`src/rtl/rom_ctrl_pkg.sv`:
```
// Shared constants and the return-tag type for the ROM arbiter slice.
package rom_ctrl_pkg;
  localparam int ADDR_W   = 4;
  localparam int DATA_W   = 4;
  localparam int NREQ_DEF = 2;
  localparam int CNT_W    = 8;
  // Requester index width; wide enough for the largest legal NREQ of 4.
  localparam int ID_W     = 2;

  typedef struct packed {
    logic            valid;
    logic [ID_W-1:0] id;
  } tag_t;
endpackage

```
`src/rtl/rr_pick.sv`:
```
// Combinational round-robin picker: first requester at or after ptr wins.
module rr_pick #(
  parameter int NREQ = 2,
  parameter int ID_W = 2
) (
  input  logic [NREQ-1:0] req,
  input  logic [ID_W-1:0] ptr,
  output logic [NREQ-1:0] gnt,
  output logic [ID_W-1:0] win
);
  logic found;
  int   idx;

  always_comb begin
    gnt   = '0;
    win   = '0;
    found = 1'b0;
    idx   = 0;
    for (int k = 0; k < NREQ; k++) begin
      // ptr is always below NREQ, so one subtraction wraps the search.
      idx = int'(ptr) + k;
      if (idx >= NREQ) idx = idx - NREQ;
      if (!found && req[idx]) begin
        found    = 1'b1;
        gnt[idx] = 1'b1;
        win      = ID_W'(idx);
      end
    end
  end
endmodule

```
`src/rtl/rom_arbiter.sv`:
```
// Round-robin sharing of one synchronous ROM between NREQ requesters,
// with a valid-gated tag pipeline routing each returned word to its issuer.
module rom_arbiter #(
  parameter int NREQ   = rom_ctrl_pkg::NREQ_DEF,
  parameter int ADDR_W = rom_ctrl_pkg::ADDR_W,
  parameter int DATA_W = rom_ctrl_pkg::DATA_W,
  parameter int RD_LAT = 1
) (
  input  logic                     clk,
  input  logic                     rst_n,
  input  logic [NREQ-1:0]          req,
  input  logic [NREQ*ADDR_W-1:0]   addr,
  output logic [NREQ-1:0]          gnt,
  output logic [NREQ-1:0]          rvalid,
  output logic [DATA_W-1:0]        rdata,
  output logic                     rom_en,
  output logic [ADDR_W-1:0]        rom_addr,
  input  logic [DATA_W-1:0]        rom_dout,
  output logic [NREQ*8-1:0]        cnt
);
  import rom_ctrl_pkg::*;

  logic [ID_W-1:0]              ptr;
  logic [ID_W-1:0]              win;
  logic                         xfer;
  tag_t                         tag_p [RD_LAT+1];
  logic [NREQ-1:0][CNT_W-1:0]   cnt_q;

  function automatic logic [CNT_W-1:0] sat_inc(input logic [CNT_W-1:0] c);
    return (&c) ? c : c + 1'b1;
  endfunction

  rr_pick #(.NREQ(NREQ), .ID_W(ID_W)) u_pick (
    .req (req),
    .ptr (ptr),
    .gnt (gnt),
    .win (win)
  );

  assign xfer = |(req & gnt);

  // Issue stage: register ROM enable/address and advance the pointer.
  always_ff @(posedge clk or negedge rst_n) begin
    if (!rst_n) begin
      ptr      <= '0;
      rom_en   <= 1'b0;
      rom_addr <= '0;
    end else begin
      rom_en <= xfer;
      if (xfer) begin
        rom_addr <= addr[int'(win)*ADDR_W +: ADDR_W];
        ptr      <= (win == ID_W'(NREQ-1)) ? '0 : win + 1'b1;
      end
    end
  end

  // Tag stages: {valid, id} travels alongside the ROM read latency.
  always_ff @(posedge clk or negedge rst_n) begin
    if (!rst_n) begin
      for (int k = 0; k <= RD_LAT; k++) tag_p[k] <= '0;
    end else begin
      tag_p[0] <= '{valid: xfer, id: win};
      for (int k = 1; k <= RD_LAT; k++) tag_p[k] <= tag_p[k-1];
    end
  end

  always_comb begin
    rvalid = '0;
    for (int i = 0; i < NREQ; i++)
      rvalid[i] = tag_p[RD_LAT].valid && (tag_p[RD_LAT].id == ID_W'(i));
  end

  assign rdata = rom_dout;

  // Completion stage: count each returned word per requester.
  always_ff @(posedge clk or negedge rst_n) begin
    if (!rst_n) begin
      cnt_q <= '0;
    end else begin
      for (int i = 0; i < NREQ; i++)
        if (rvalid[i]) cnt_q[i] <= sat_inc(cnt_q[i]);
    end
  end

  assign cnt = cnt_q;
endmodule

```
`config.mk`:
```
export PLATFORM = sky130hd
export DESIGN_NAME = rom_arbiter
export DESIGN_NICKNAME = d
export VERILOG_FILES = /design/src/rtl/rom_ctrl_pkg.sv /design/src/rtl/rr_pick.sv /design/src/rtl/rom_arbiter.sv
export SDC_FILE = /design/constraint.sdc
export NUM_CORES = 1
export LEC_CHECK = 0
export BUFFER_PORTS_ARGS = -buffer_cell sky130_fd_sc_hd__buf_4
export CAP_MARGIN = 20
export CORE_UTILIZATION = 42
export CTS_CLUSTER_DIAMETER = 150
export DETAILED_ROUTE_END_ITERATION = 10
export GPL_TIMING_DRIVEN = 0
export PLACE_DENSITY = 0.81
export SYNTH_ARGS = -nofsm -noshare
export SYNTH_HDL_FRONTEND = slang
export SYNTH_SLANG_ARGS = --single-unit
```
`constraint.sdc`:
```
create_clock -name clk -period 1.51 [get_ports clk]
set_clock_uncertainty 0.2 [all_clocks]
set_input_delay 0.0755 -clock clk [delete_from_list [all_inputs] [get_ports clk]]
set_output_delay 0.0755 -clock clk [all_outputs]
set_load 0.005 [all_outputs]
```
After elaboration in Yosys (flattened, before gate mapping). Index checks and enable logic that the tools add are counted.

$add $sub $neg: 6. Multipliers: 0. Divide/modulo/power cells: 0. $lt $le $gt $ge: 6. Equality and inequality tests: 2. Shifts and indexed selects: 1. Muxes and demuxes: 18. Bitwise operators: 4. Reductions and logical operators: 12.

Operators by type and width (number): 32-bit by 1-bit greater-or-equal comparator with 1-bit output (second input constant) (2); 32-bit by 3-bit less-than comparator with 1-bit output (second input constant) (2); 32-bit two-way mux (2); 32-bit by 3-bit greater-or-equal comparator with 1-bit output (second input constant) (1); 32-bit by 3-bit subtractor with 32-bit output (second input constant) (1); 8-bit by 1-bit adder with 8-bit output (second input constant) (2); 8-bit AND reduction (2); 2-bit two-way mux (5); 1-bit two-way mux (9); 8-bit by 5-bit indexed part select with 4-bit output (1); 1-bit logical AND (5); 2-bit by 1-bit equality test with 1-bit output (second input constant) (2); 2-bit AND reduction (2); 2-bit by 1-bit adder with 3-bit output (second input constant) (1); 2-bit by 2-bit subtractor with 3-bit output (second input constant) (1); 2-bit by 1-bit adder with 2-bit output (second input constant) (1); 2-bit bitwise AND (1); 1-bit demux with 1-bit select (2); 2-bit greater-or-equal comparator (second input constant) (1); 2-bit zero test (1); 1-bit inverter (2); 2-bit OR (1); 2-bit OR reduction (1); 1-bit zero test (1).

Flip-flop bits (word level): 28. Latch bits: 0. RAM bits: 0. ROM bits: 0. Input bits: 16. Output and inout bits: 29. Word-level logic and storage cells: 57. Memories: 0.

Longest topological paths before layout. Gate-level depths: netlist (run 1).

Depth after elaboration: 11. Mapped depth: 4. Depth with buffers taken out: 4.

Hierarchy. Synthesis (run 1) repeated with hierarchy kept, for this count alone.

Cells, all modules: 118. Area, all modules: 1292.5 um^2.

By module, submodules not included: rom_arbiter (instances 1, cells each 112, area an instance 1252.5 um^2, seq. area each 700.7 um^2); rr_pick (instances 1, cells each 6, area an instance 40.0 um^2, seq. area each 0.0 um^2).

Worst setup path before layout (run 1). Ideal clock, no wire load.

Path type: reg-to-reg. Start point: register cnt_q (netlist bit cnt[0]). End point: register cnt_q (netlist bit cnt[1]). Setup time: 0.125 ns. Arrival: 1.328 ns. Required time: 1.185 ns. Setup slack: -0.143 ns. Stages on the path, launching flop included: 5. Buffers on the path: 0. Cells stage by stage: dfrtp_1 ha_1 nand4_1 o21ai_2 mux2_2.

Longest elaborated chain between the ends: 3. Elaborated cells on any way between the ends: 4. Those cells by class: add/sub: 1; bitwise: 1; reduce/logical: 2.

RTL lines: start, declared (line rom_arbiter.sv:27) `logic [NREQ-1:0][CNT_W-1:0] cnt_q;`; start signal, assigned by index (line rom_arbiter.sv:81) `if (rvalid[i]) cnt_q[i] <= sat_inc(cnt_q[i]);`; parallel branches: the longest is 3 deep, another holds 8-bit by 1-bit adder with 8-bit output.

Parallel ways; which one is timed is not known. A chain may end at the register's enable or synchronous reset.

Worst setup path in the final report (run 1).
Start point: register tag_p[0] in the netlist's numbering. End point: register cnt_q (netlist bit cnt[7]).

Longest elaborated chain between the ends: 3.

RTL lines: start, declared (line rom_arbiter.sv:26) `tag_t tag_p [RD_LAT+1];`; 2-bit zero test (line rom_arbiter.sv:70) `rvalid[i] = tag_p[RD_LAT].valid && (tag_p[RD_LAT].id == ID_W'(i));`; 1-bit logical AND (line rom_arbiter.sv:70); 2-bit AND reduction (no source line).

Every way passes these cells.

==> results of run 1 <==
==> routing by layer <==
metal / part of all wire, % / global-route usage [%] / up-vias / wire (um)
met5: 0 / 0 / - / 0
met4: 1.0 / 6.46 / 0 / 34
met3: 4.7 / 3.08 / 4 / 158
met2: 55 / 37.1 / 35 / 1850
met1: 39 / 25.6 / 585 / 1300
li1: - / - / 588 / -
==> cells by family (layout without fill, tap and decap cells) <==
family,after synthesis,in the layout
AOI/OAI and AO/OA,24,24
xor gates and xnor gates,6,6
adders and majority gates,2,2
buffers and inverters,11,86
DFF,28,28
muxes,7,7
and+or+nand+nor,42,42
==> repair_timing <==
| action | in CTS | in global routing |
|---|---|---|
| pin swaps | 8 | 8 |
| gates resized for setup | 11 | 7 |
| hold endpoints to repair | 35 | 0 |
| setup buffers | 13 | 7 |
| setup endpoints to repair | 16 | 23 |
| hold buffers | 11 | 0 |
==> worst max-delay path, stage by stage, from the launching register on <==
cell	delay (ps)
dfrtp_1	460
nor3b_4	340
nand4_1	150
mux2_1	330
==> cell usage in the layout, fill, tap and decap left out, types with 2 or more instances in the layout <==
cell,n
clkbuf_4,3
inv_1,4
o21a_1,2
nand3_2,2
nor2_1,4
nor3_1,4
mux2_1,2
and3_1,3
and2_1,3
a31oi_1,5
clkbuf_1,2
nand2_1,3
xnor2_1,6
buf_4,61
dfrtp_1,24
nand4_1,4
nand3_1,7
dfrtp_2,4
o21ai_2,2
dlygate4sd3_1,11
buf_6,3
o21ai_0,6
o211ai_1,3
and4_1,2
mux2_4,4
==> registers in the layout, summed over array words and instances, names as in the netlist <==
signal	count
tag_p	6
ptr	2
rom_addr	4
cnt	16
==> power groups by stage <==
stage | Combinational, mW | Clock [mW] | Sequential, mW
floorplan | 0.394 | 0 | 1.18
global placement | 0.771 | 0 | 1.19
detailed placement | 0.802 | 0 | 1.21
CTS | 1.06 | 0.370 | 1.18
global route | 1.30 | 0.420 | 1.21
finish | 1.17 | 0.362 | 1.18
==> final cells by class <==
cell class                      instances  area, um2
Clock buffer                            4       36.3
Sequential cell                        28        706
Inverter                                5       18.8
Multi-Input combinational cell         81        641
Fill cell                             231        962
Buffer                                  6       37.5
Tap cell                               44       55.1
Timing Repair Buffer                   71        572
==> synth_stat cells <==
library cell and number:
a21o_1 1, o211ai_1 3, o21ai_1 1, nor3_1 5, o21ai_0 7, o21a_1 2
ha_1 2, and4b_2 1, a21boi_2 1, nand2_1 3, inv_1 5, mux2_2 3
nand3_1 9, mux2i_1 1, o21ai_2 1, nor2b_1 2, clkbuf_1 2, a41oi_1 1
nor2_1 5, nand2b_1 1, nor3b_4 1, xnor2_1 6, nand4_1 4, dfrtp_1 28
mux2_1 3, and2_1 3, nand3b_1 1, and4_1 2, and3_1 3, buf_4 4
or2_2 1, a31oi_1 5, nor4b_2 1, o2111ai_1 2
==> per-stage QoR <==
step           cell area (um2)  hold WS (ps)  worst slack (ps)  power, mW
2_1_floorplan             1360          -420              -102       1.57
3_3_place_gp              1710          -195              -160       1.96
3_5_place_dp              1710          -183              -193       2.01
4_1_cts                   1990          3.58             -70.6       2.61
5_1_grt                   2070          8.24              -141       2.93
6_report                  2070          25.8             -70.3       2.72
==> path summary, 6_finish.rpt <==
check                                end  depth (start not counted)  slack (ps)     start
max in group asynchronous        cnt[10]                          3         310     rst_n
worst max register to register    cnt[7]                          3         -70  tag_p[0]
worst min register to register  tag_p[1]                          0         180  tag_p[4]
worst min-delay path            tag_p[5]                          3          30    req[1]
worst max-delay path              cnt[7]                          3         -70  tag_p[0]
min in group asynchronous        cnt[13]                          3         520     rst_n
==> results.tsv, run 1 <==
metric	value	unit
status	complete, but fails checks	
violations	setup timing	
die_h	58.3	um
fin_nets	214	
cts_tree	built	
setup_tns	-460	ps
critPathArrivalTime	1600	ps
grt_first_pass_wirelength	5.29	mm
synth_top_family_by_area	simple AND/OR/NAND/NOR gates	
vias_per_cell	5.07	
initial_core_util	44.0	%
gr-total-overflow	0	
routabilityCongestion	0.784	
period_needed	1580	ps
slew_headroom	72.2	%
remaining_drc_errors	0	
swShare	32.8	%
muxShareOfSynthArea	5.82	%
yosys-top-cells-area	dfrtp_1, xnor2_1, nand3_1, o21ai_0, mux2_1	
grt_usage	20.6	%
pin_count	45	
syn_avg_cell_area	11.1	um2
insertion_delay	320	ps
hold_viol	0	
seq_power_share	43.5	%
synthSimpleGateAreaFrac	19.3	%
synth_cell_type_count	34	
synth_seq_cells	28	
syn_nets	138	
die-area	0.00340	mm2
syn_area	0.00133	mm2
synth_top_area_cell	dfrtp_1	
setup_viol	11	
core.rowCount	20	
grt_max_degree	29	
cts.sinks	28	
critPathRequiredTime	1530	ps
max-cap-violations	0	
period_share	105	%
synthCells	120	
core	0.00303	mm2
start_kind	flip-flop	
worstMarginPinSlew	417	ps
drt-total-wl	3.35	mm
ys_warn_count	0	
postLayoutSetupSlackWorst	-70.3	ps
post_drt_wl_per_cell	14.0	um
drt_iter0_drc	50	
crit_type	reg2reg	
seq_area_frac_synth	52.6	%
antenna_found_initial	0	
cts_max_path_buffers	2	
layout-drive-gt1-share	47.2	%
ant_nets	0	
firstDrtPassIters	4	
synth_top_area_share	52.6	%
dieWidth	58.3	um
cts_inserted_buffers	3	
num_vias	1212	
p_leak	0.951	nW
p_clk_share	13.3	%
cp_max_fo	7	
final_cells	239	
rsz0062_at_grt	true	
placedCellCount	204	
cts_root_buffer	clkbuf_4	
netSwitchingPower	0.891	mW
grt_pass1_vias	1164	
maxSlewViolCount	0	
synth-compound-area-share	12.2	%
endpoint_kind	flip-flop	
postLayoutCoreUtil	68.2	%
portBuffers	40	
htree_levels	1	
p_comb_share	43.1	%
min_path_type	in2reg	
max_freq	0.633	GHz
synthXorXnorAreaFrac	3.94	%
p_per_area	1320	mW/mm2
ir_drop	0.529	mV
area_delta_synth_final	55.0	%
synth_fa_ha_area_share	1.88	%
dpl.hpwl	2.03	mm
clkTransAtPathRegs	150	ps
antenna_cells	0	
internal_power	1.83	mW
Note: power is estimated with default switching activity, not from simulation.
==> run 2, diff against run 1 <==
- GPL_TIMING_DRIVEN: 0 -> default
- SKIP_CTS_REPAIR_TIMING: default -> 1
==> run 2 against run 1 <==
Net effect:
- the run ends with hold timing, setup timing left
- global-route usage fell by 2.1 points
- worst setup slack got worse by 20 ps
- first-iteration DRC count rose by 36%
- power rose by 11%
- utilization rose by 4.7 points
- critical path depth rose by 1
- via count rose by 7.1%
- cell count rose by 3.8%
- wire length rose by 9.2%
- cell area rose by 6.8%
- critical endpoint is now rvalid[1]
==> results.tsv, run 2 (synthesis gave the netlist of run 1 again) <==
metric	value	unit
ant_nets	0	
gr-total-overflow	0	
p_leak	1.03	nW
crit_chain	nand3b_1 -> inv_2 -> buf_6 -> buf_6	
portBuffers	36	
period_share	106	%
mostFrequentLayoutCells	buf_4, dfrtp_1, dlygate4sd3_1	
slowest_stage	dfrtp_1	
dpl.hpwl	2.23	mm
htree_levels	1	
core.rowCount	20	
cts_inserted_buffers	3	
cp_common_cell	buf_6	
insertion_delay	320	ps
rsz0062_at_grt	true	
post-place-ws	-60.7	ps
status	complete, but fails checks	
postLayoutCoreUtil	72.9	%
maxSlewViolCount	0	
clkTransAtPathRegs	160	ps
die-area	0.00340	mm2
drt_iter0_drc	68	
post_drt_wl_per_cell	14.7	um
final_common_cell	buf_4	
worstMarginPinSlew	312	ps
critPathArrivalTime	1320	ps
holdWs	-32.1	ps
antenna_cells	0	
max_stage_delay	440	ps
max_freq	0.625	GHz
grt_max_degree	29	
antenna_found_initial	0	
fin_nets	223	
worst-path-buf-inv	3	
crit_type	reg2out	
ir_drop	0.676	mV
start_kind	flip-flop	
remaining_drc_errors	0	
max-cap-violations	0	
endpoint_kind	output port	
vias_per_cell	5.23	
period_needed	1600	ps
area_delta_synth_final	65.6	%
critPathRequiredTime	1230	ps
violations	hold timing, setup timing	
pin_count	45	
initial_core_util	44.0	%
cts_max_path_buffers	2	
routabilityCongestion	0.820	
slew_headroom	79.2	%
largest_reg_flops	16	
cp_max_fo	4	
firstDrtPassIters	4	
dieWidth	58.3	um
setup_viol	10	
cts_root_buffer	clkbuf_4	
die_h	58.3	um
grt_pass1_vias	1155	
postLayoutSetupSlackWorst	-89.9	ps
grt_usage	18.5	%
drt-total-wl	3.66	mm
grt_first_pass_wirelength	4.86	mm
layout-drive-gt1-share	47.5	%
core	0.00303	mm2
cts.sinks	28	
crit_family	flip-flops	
hold_viol	23	
cts_tree	built	
p_per_area	1370	mW/mm2
num_vias	1298	
min_path_type	in2async	
run 2: cell count changes in the layout (fill, tap and decap cells not counted), sizes merged:
| cell | delta |
|---|---|
| buf | +5 |
| dlygate4sd3 | +6 |
| clkbuf | -3 |
| bufinv | +1 |
run 2: area by class of cell:
class	instances	area, um2
Multi-Input combinational cell	81	664
Inverter	5	18.8
Clock inverter	1	30.0
Tap cell	44	55.1
Fill cell	212	821
Timing Repair Buffer	86	714
Sequential cell	28	702
Clock buffer	3	22.5
run 2: final timing paths:
check                              end  cells after the start  slack, ps     start
hold / removal             rom_addr[0]                      2        -30     rst_n
setup / recovery             rvalid[1]                      4        -90  tag_p[1]
hold reg to reg               tag_p[0]                      0        170  tag_p[3]
min in group clk              tag_p[0]                      0        170  tag_p[3]
setup reg to reg                cnt[9]                      5        -90  tag_p[1]
max in group asynchronous      cnt[13]                      3        200     rst_n
run 2: power breakdown:
group	internal [mW]	total (mW)	leakage (nW)	switching (mW)
combinational	0.868	1.44	0.662	0.575
clock	0.268	0.489	0.0279	0.221
sequential	0.936	1.09	0.345	0.159
run 2: layer usage:
metal / vias up / GRT usage [%] / wire length [um]
met5: - / 0 / 0
met4: 0 / 8.50 / 57
met3: 6 / 3.08 / 180
met2: 48 / 32.7 / 1960
met1: 638 / 22.2 / 1450
li1: 606 / - / -
run 2: through the flow:
step | instances | hold slack (ps) | setup TNS, ps | power, mW | instance area (um2)
final | 248 | -32.1 | -591 | 3.03 | 2210
after global routing | 248 | -18.9 | -1340 | 3.19 | 2210
after CTS | 219 | -556 | -794 | 2.77 | 1850
after detailed placement | 215 | -184 | -212 | 2.27 | 1800
after global placement | 215 | -194 | -32.0 | 2.21 | 1800
after floorplan | 120 | -420 | -160 | 1.57 | 1360
